**src/rtl/x_stage_multdiv_pkg.sv**
```systemverilog
// rtl/x_stage_multdiv_pkg.sv - shared types and constants for the execute-stage mult/div unit
//
// Purpose: FSM state encoding, operation select, default width and the
// exception codes that the status-register write path uses.
// Ports: none (package).
package x_stage_multdiv_pkg;

  localparam int DEF_WIDTH = 32;

  typedef enum logic [1:0] {
    IDLE = 2'd0,
    BUSY = 2'd1,
    DONE = 2'd2
  } state_e;

  typedef enum logic {
    OP_MUL = 1'b0,
    OP_DIV = 1'b1
  } op_e;

  // Status-register cause codes for multiply overflow / divide exceptions.
  localparam logic [3:0] MUL_EXC = 4'd4;
  localparam logic [3:0] DIV_EXC = 4'd5;

endpackage

```
**src/rtl/multdiv_datapath.sv**
```systemverilog
// rtl/multdiv_datapath.sv - Booth multiplier and non-restoring divider datapath
//
// Purpose: operand capture, one radix-2 Booth or non-restoring divide
// iteration per step, and combinational result/exception fix-up.
// Ports:
//   clock, reset        rising-edge clock, synchronous active-high reset
//   load                capture operands and op, initialise accumulators
//   step                perform one iteration of the captured op
//   op_sel              operation to capture on load
//   operand_a/b         multiplicand/dividend, multiplier/divisor
//   result, exception   final value, valid once WIDTH steps have run
module multdiv_datapath
  import x_stage_multdiv_pkg::*;
#(
  parameter int WIDTH = DEF_WIDTH
) (
  input  logic             clock,
  input  logic             reset,
  input  logic             load,
  input  logic             step,
  input  op_e              op_sel,
  input  logic [WIDTH-1:0] operand_a,
  input  logic [WIDTH-1:0] operand_b,
  output logic [WIDTH-1:0] result,
  output logic             exception
);

  localparam logic [WIDTH-1:0] MOST_NEG = {1'b1, {(WIDTH-1){1'b0}}};

  op_e              op_q;
  // Booth accumulator: {high word, low word/multiplier, q(-1)}.
  logic [2*WIDTH:0] acc_q;
  logic [WIDTH-1:0] mcand_q;
  // Divider: signed partial remainder, dividend/quotient shifter, divisor magnitude.
  logic [WIDTH:0]   rem_q;
  logic [WIDTH-1:0] quo_q;
  logic [WIDTH-1:0] dvs_q;
  logic             neg_q;
  logic             bzero_q;
  logic             ovf_q;

  logic [WIDTH:0]   booth_sum;
  logic [2*WIDTH:0] acc_d;
  logic [WIDTH:0]   rem_shift;
  logic [WIDTH:0]   rem_d;
  logic [WIDTH-1:0] quo_d;
  logic [WIDTH-1:0] abs_a;
  logic [WIDTH-1:0] abs_b;
  logic [WIDTH-1:0] prod_hi;
  logic [WIDTH-1:0] prod_lo;

  assign abs_a = operand_a[WIDTH-1] ? -operand_a : operand_a;
  assign abs_b = operand_b[WIDTH-1] ? -operand_b : operand_b;

  // The add/sub is done one bit wider than the high word so that
  // subtracting the most-negative multiplicand cannot wrap; the arithmetic
  // shift then drops that extra bit back into the register.
  always_comb begin
    booth_sum = {acc_q[2*WIDTH], acc_q[2*WIDTH:WIDTH+1]};
    case (acc_q[1:0])
      2'b01:   booth_sum = {acc_q[2*WIDTH], acc_q[2*WIDTH:WIDTH+1]} + {mcand_q[WIDTH-1], mcand_q};
      2'b10:   booth_sum = {acc_q[2*WIDTH], acc_q[2*WIDTH:WIDTH+1]} - {mcand_q[WIDTH-1], mcand_q};
      default: booth_sum = {acc_q[2*WIDTH], acc_q[2*WIDTH:WIDTH+1]};
    endcase
    acc_d = {booth_sum, acc_q[WIDTH:1]};
  end

  // Non-restoring: subtract while the remainder is non-negative, add back
  // otherwise; each quotient bit is the inverted sign of the new remainder.
  always_comb begin
    rem_shift = {rem_q[WIDTH-1:0], quo_q[WIDTH-1]};
    rem_d     = rem_q[WIDTH] ? rem_shift + {1'b0, dvs_q} : rem_shift - {1'b0, dvs_q};
    quo_d     = {quo_q[WIDTH-2:0], ~rem_d[WIDTH]};
  end

  always_ff @(posedge clock) begin
    if (reset) begin
      op_q    <= OP_MUL;
      acc_q   <= '0;
      mcand_q <= '0;
      rem_q   <= '0;
      quo_q   <= '0;
      dvs_q   <= '0;
      neg_q   <= 1'b0;
      bzero_q <= 1'b0;
      ovf_q   <= 1'b0;
    end else if (load) begin
      op_q    <= op_sel;
      acc_q   <= {{WIDTH{1'b0}}, operand_b, 1'b0};
      mcand_q <= operand_a;
      rem_q   <= '0;
      quo_q   <= abs_a;
      dvs_q   <= abs_b;
      neg_q   <= operand_a[WIDTH-1] ^ operand_b[WIDTH-1];
      bzero_q <= (operand_b == '0);
      ovf_q   <= (operand_a == MOST_NEG) && (operand_b == {WIDTH{1'b1}});
    end else if (step) begin
      if (op_q == OP_MUL) begin
        acc_q <= acc_d;
      end else begin
        rem_q <= rem_d;
        quo_q <= quo_d;
      end
    end
  end

  assign prod_hi = acc_q[2*WIDTH:WIDTH+1];
  assign prod_lo = acc_q[WIDTH:1];

  always_comb begin
    result    = '0;
    exception = 1'b0;
    if (op_q == OP_MUL) begin
      result    = prod_lo;
      exception = (prod_hi != {WIDTH{prod_lo[WIDTH-1]}});
    end else if (bzero_q) begin
      result    = '0;
      exception = 1'b1;
    end else begin
      // Negating 2^(WIDTH-1) wraps to MOST_NEG, which is the required
      // saturated-looking answer for MOST_NEG / -1.
      result    = neg_q ? -quo_q : quo_q;
      exception = ovf_q;
    end
  end

endmodule

```
**src/rtl/x_stage_multdiv.sv**
```systemverilog
// rtl/x_stage_multdiv.sv - iterative signed multiply/divide unit in the execute stage
//
// Purpose: sequences a WIDTH-cycle multiply or divide, stalling the
// upstream pipeline, and presents a one-cycle result pulse.
// Ports:
//   clock, reset              rising-edge clock, synchronous active-high reset
//   ctrl_mult, ctrl_div       decoded op from the decode/execute latch
//   data_operandA/B           operands from the decode/execute latch
//   stall                     holds fetch/decode and the D/X latch
//   data_resultRDY            one-cycle result-valid pulse
//   data_result               product low word or quotient
//   data_exception            overflow or divide-by-zero, qualified by RDY
module x_stage_multdiv
  import x_stage_multdiv_pkg::*;
#(
  parameter int WIDTH = DEF_WIDTH,
  parameter int CNT_W = 6
) (
  input  logic             clock,
  input  logic             reset,
  input  logic             ctrl_mult,
  input  logic             ctrl_div,
  input  logic [WIDTH-1:0] data_operandA,
  input  logic [WIDTH-1:0] data_operandB,
  output logic             stall,
  output logic             data_resultRDY,
  output logic [WIDTH-1:0] data_result,
  output logic             data_exception
);

  state_e           state_q;
  state_e           state_d;
  logic [CNT_W-1:0] cnt_q;
  logic             load;
  logic             step;
  op_e              op_sel;
  logic [WIDTH-1:0] dp_result;
  logic             dp_exception;
  logic [WIDTH-1:0] result_q;
  logic             exception_q;

  // Multiply wins when both controls are raised.
  assign op_sel = ctrl_mult ? OP_MUL : OP_DIV;

  always_comb begin
    state_d        = state_q;
    stall          = 1'b0;
    load           = 1'b0;
    step           = 1'b0;
    data_resultRDY = 1'b0;
    case (state_q)
      IDLE: begin
        stall = ctrl_mult | ctrl_div;
        if (ctrl_mult | ctrl_div) begin
          load    = 1'b1;
          state_d = BUSY;
        end
      end
      BUSY: begin
        stall = 1'b1;
        step  = 1'b1;
        if (cnt_q == CNT_W'(WIDTH - 1)) state_d = DONE;
      end
      DONE: begin
        // ctrl_* still shows the retiring instruction here, so it is ignored.
        data_resultRDY = 1'b1;
        state_d        = IDLE;
      end
      default: state_d = IDLE;
    endcase
  end

  always_ff @(posedge clock) begin
    if (reset) begin
      state_q     <= IDLE;
      cnt_q       <= '0;
      result_q    <= '0;
      exception_q <= 1'b0;
    end else begin
      state_q <= state_d;
      if (load)      cnt_q <= '0;
      else if (step) cnt_q <= cnt_q + 1'b1;
      if (state_q == DONE) begin
        result_q    <= dp_result;
        exception_q <= dp_exception;
      end
    end
  end

  // Outside DONE the outputs hold whatever the last DONE presented.
  assign data_result    = (state_q == DONE) ? dp_result : result_q;
  assign data_exception = (state_q == DONE) ? dp_exception : exception_q;

  multdiv_datapath #(
    .WIDTH(WIDTH)
  ) u_datapath (
    .clock     (clock),
    .reset     (reset),
    .load      (load),
    .step      (step),
    .op_sel    (op_sel),
    .operand_a (data_operandA),
    .operand_b (data_operandB),
    .result    (dp_result),
    .exception (dp_exception)
  );

endmodule

```
**config.mk**
```make
export PLATFORM = sky130hd
export DESIGN_NAME = x_stage_multdiv
export DESIGN_NICKNAME = d
export VERILOG_FILES = /design/src/rtl/x_stage_multdiv_pkg.sv /design/src/rtl/multdiv_datapath.sv /design/src/rtl/x_stage_multdiv.sv
export SDC_FILE = /design/constraint.sdc
export NUM_CORES = 1
export LEC_CHECK = 0
export CAP_MARGIN = 20
export CORE_MARGIN = 5
export CORE_UTILIZATION = 55
export CTS_CLUSTER_DIAMETER = 200
export DETAILED_ROUTE_END_ITERATION = 10
export GPL_TIMING_DRIVEN = 1
export PLACE_DENSITY = 0.84
export SETUP_SLACK_MARGIN = 0.05
export SLEW_MARGIN = 0
export SYNTH_ARGS = -nofsm -noshare
export SYNTH_HDL_FRONTEND = slang
export SYNTH_SLANG_ARGS = --single-unit
export TNS_END_PERCENT = 5
```
**constraint.sdc**
```tcl
create_clock -name clock -period 4 [get_ports clock]
set_input_delay 0.4 -clock clock [delete_from_list [all_inputs] [get_ports clock]]
set_output_delay 0.4 -clock clock [all_outputs]
set_load 0.02 [all_outputs]
```
==> metrics.txt <==
final WL 48.2 mm; Comb power frac 0.278; fin crit period ~3.9 ns; CP Capture Type output port; Hold Fails Final Rpt 0; synthesized flop and latch total approximately 240; Layout Cells excl Fill 2560; worst vdd ir 342 uV; drt first pass iters 9; Yosys top cell area share 0.301; syn avg cell area approximately 7.6 um2; net load switching power ~2.5 mW; crit-path max FO 7; R2R depth 14; worst skew pair latency 0.58 ns; Crit Path Class register to output port; total power 7.58 mW; Worst-path clk slew 0.06 ns; area of the multi-input gates 10700 um2; Top delay family on crit path simple AND/OR/NAND/NOR gates; Synth-to-Final Area Change 16.6%; max_cap viols 0; register area share after synthesis 0.301; average wire per standard cell between 15 and 20 um; R2R Path End u_datapath.rem_q[29]; largest cells by area after synthesis dfxtp_1, nand2_1, xnor2_1; Max stage delay on crit path around 0.6 ns; CTS tree built; RSZ-0062 raised after global routing true; Final Skew 0.0424 ns; n_diodes 0; Ys Warns 0; dpl cells 2507; Worst-Margin Slew 1.04 ns; clk buf depth 3; fmax between 200 and 300 MHz; Synthesized Nets 2238; Starting Density 0.556; Top FF cell, synth dfxtp_1; die area around 32000 um2; count leader, synth nand2_1; WP buf/inv 2; layout cells sized above 1 0.0790; status finished, final reports clean; max_slew headroom 0.303; Distinct cells, synth 72; register area 4790 um2; io pins 103; hold worst-path end u_datapath.acc_q[24]; Leak Pwr roughly 7.1 nW; Die Wd 180 um; Post-synth top cells nand2_1, dfxtp_1, nor2_1, a21oi_1, o21ai_0; clk sinks 239; final setup fails 0; Nets ~2300; internal power around 5.0 mW; Worst Hold Depth 2; Post-synth ARST share 0; Power per Cell Area slightly above 400 nW/um2; via density per instance 6.32; Via Count 16200; Pins Over Slew Limit 0; grt ovf 0; # H-tree levels 1; sequential share of power 0.363; hold_buf cts 0; number of global-route vias before repair 15000; FILL cells 2410; Inserted Clock Buffers 28; cells after synthesis 2096; final critical-path share of the clock period 0.974; CP max-delay cell or4_4; HP Start reset; Yosys top cell by area dfxtp_1; initial antenna violation count 1; first-pass GRT wire length 76.8 mm; synthesized cell area 15900 um2; GRT Total Usage 0.278; largest net degree at the start of global routing 137; EDFF count, synth 0; Final Wtd Congestion approximately 0.95; drc violations 0; hold slack slightly below 0.4 ns; type of the most critical hold path primary input to register; Final HPWL DP about 35 mm; Worst Setup SP u_datapath.quo_q[9]; Sw Ratio 0.336; Die Y 180 um; R2R setup slack 0.13 ns; Critical R2R Launch u_datapath.dvs_q[15]; clock share of power 0.359; critical path cell sequence or4_4, nor4_4, nand4b_1, o31ai_4, buf_4, nand2_1, xor2_1, a221o_1, dlygate4sd2_1; Core Box Area 28600 um2; # rows between 60 and 70; Req. time, crit path 3.60 ns; initial DRC count 1988; IO Port Bufs 102; crit start category register; post-route ant nets 0; Root Buffer clkbuf_16; CP arrival 3.50 ns
## state kept, by name, indices dropped and copies added, names as in the netlist
register	count
u_datapath.ovf_q	1
u_datapath.dvs_q	32
cnt_q	6
exception_q	1
u_datapath.mcand_q	32
u_datapath.quo_q	32
state_q	2
u_datapath.rem_q	33
u_datapath.bzero_q	1
u_datapath.neg_q	1
u_datapath.acc_q	65
u_datapath.op_q	1
result_q	32
## cells in the final DEF, fill, tap and decap left out, drive strengths merged, types with 19 or more instances in the layout
cell type / n
buf: 58
xor2: 83
dfxtp: 239
nand3: 41
a21o: 29
xnor2: 118
nand4: 23
o31ai: 30
inv: 43
a311oi: 27
clkdlybuf4s50: 87
o211ai: 23
a22oi: 19
o21ai: 131
a211oi: 46
a222oi: 32
ha: 72
clkbuf: 36
nor2b: 41
a21oi: 177
a31oi: 23
nand2: 293
or3: 22
nor3: 48
nor4: 23
nor2: 212
## power by group through the flow
stage                     logic [mW]  registers [mW]  clock network [mW]
after detailed placement        2.03            2.78                   0
final                           2.11            2.75                2.72
after global placement          1.98            2.77                   0
after floorplan                 1.50            2.71                   0
after global routing            2.33            2.76                2.86
after CTS                       2.06            2.73                2.75
## stage by stage
stage	TNS (ns)	cell area, um2	setup slack (ns)	util
after floorplan	0	15900	0.0886	-
after global placement	0	17400	0.0670	0.608
final	0	18600	0.104	0.648
after global routing	-0.280	18600	-0.145	0.648
after CTS	0	18400	0.0508	0.643
after detailed placement	0	17400	0.0145	0.608
## area by class of cell
class,count,area share
clock buffer,36,0.0415
clock inverter,16,0.0117
inverter,44,0.00890
multi-input combinational,1682,0.576
sequential,239,0.258
tap,384,0.0259
timing repair buffer,159,0.0780
## what timing repair did
item / in CTS / in global routing
setup endpoints to repair: 18 / 34
gates resized for setup: 20 / 39
buffers inserted: 1 / 0
pin swaps: 0 / 7
## per-layer routing
metal	global-route usage	up-vias	share of wire
met5	0	-	0.00039
met4	0.109	2	0.037
met3	0.0371	136	0.072
met2	0.479	693	0.48
met1	0.354	7633	0.41
li1	-	7706	-
## logic make-up after synthesis
family	Yosys count	share of synthesized area
adder cells (fa/ha/maj)	74	0.0591
buffers and inverters	175	0.0413
AO/OA/AOI/OAI	615	0.254
XOR/XNOR	201	0.111
multiplexers	13	0.00833
AND/OR/NAND/NOR	779	0.226
flip-flops	239	0.301
## how the worst max path moves through the flow
stage	end	slack, ns	cells after the start
global route	u_datapath.rem_q[29]	-0.14	14
finish	data_result[25]	0.10	9
floorplan	u_datapath.acc_q[61]	0.09	18
CTS	data_result[25]	0.05	9
detailed placement	u_datapath.rem_q[29]	0.01	14
global placement	u_datapath.acc_q[61]	0.07	17
No activity file was read; power rests on OpenSTA's default activity.
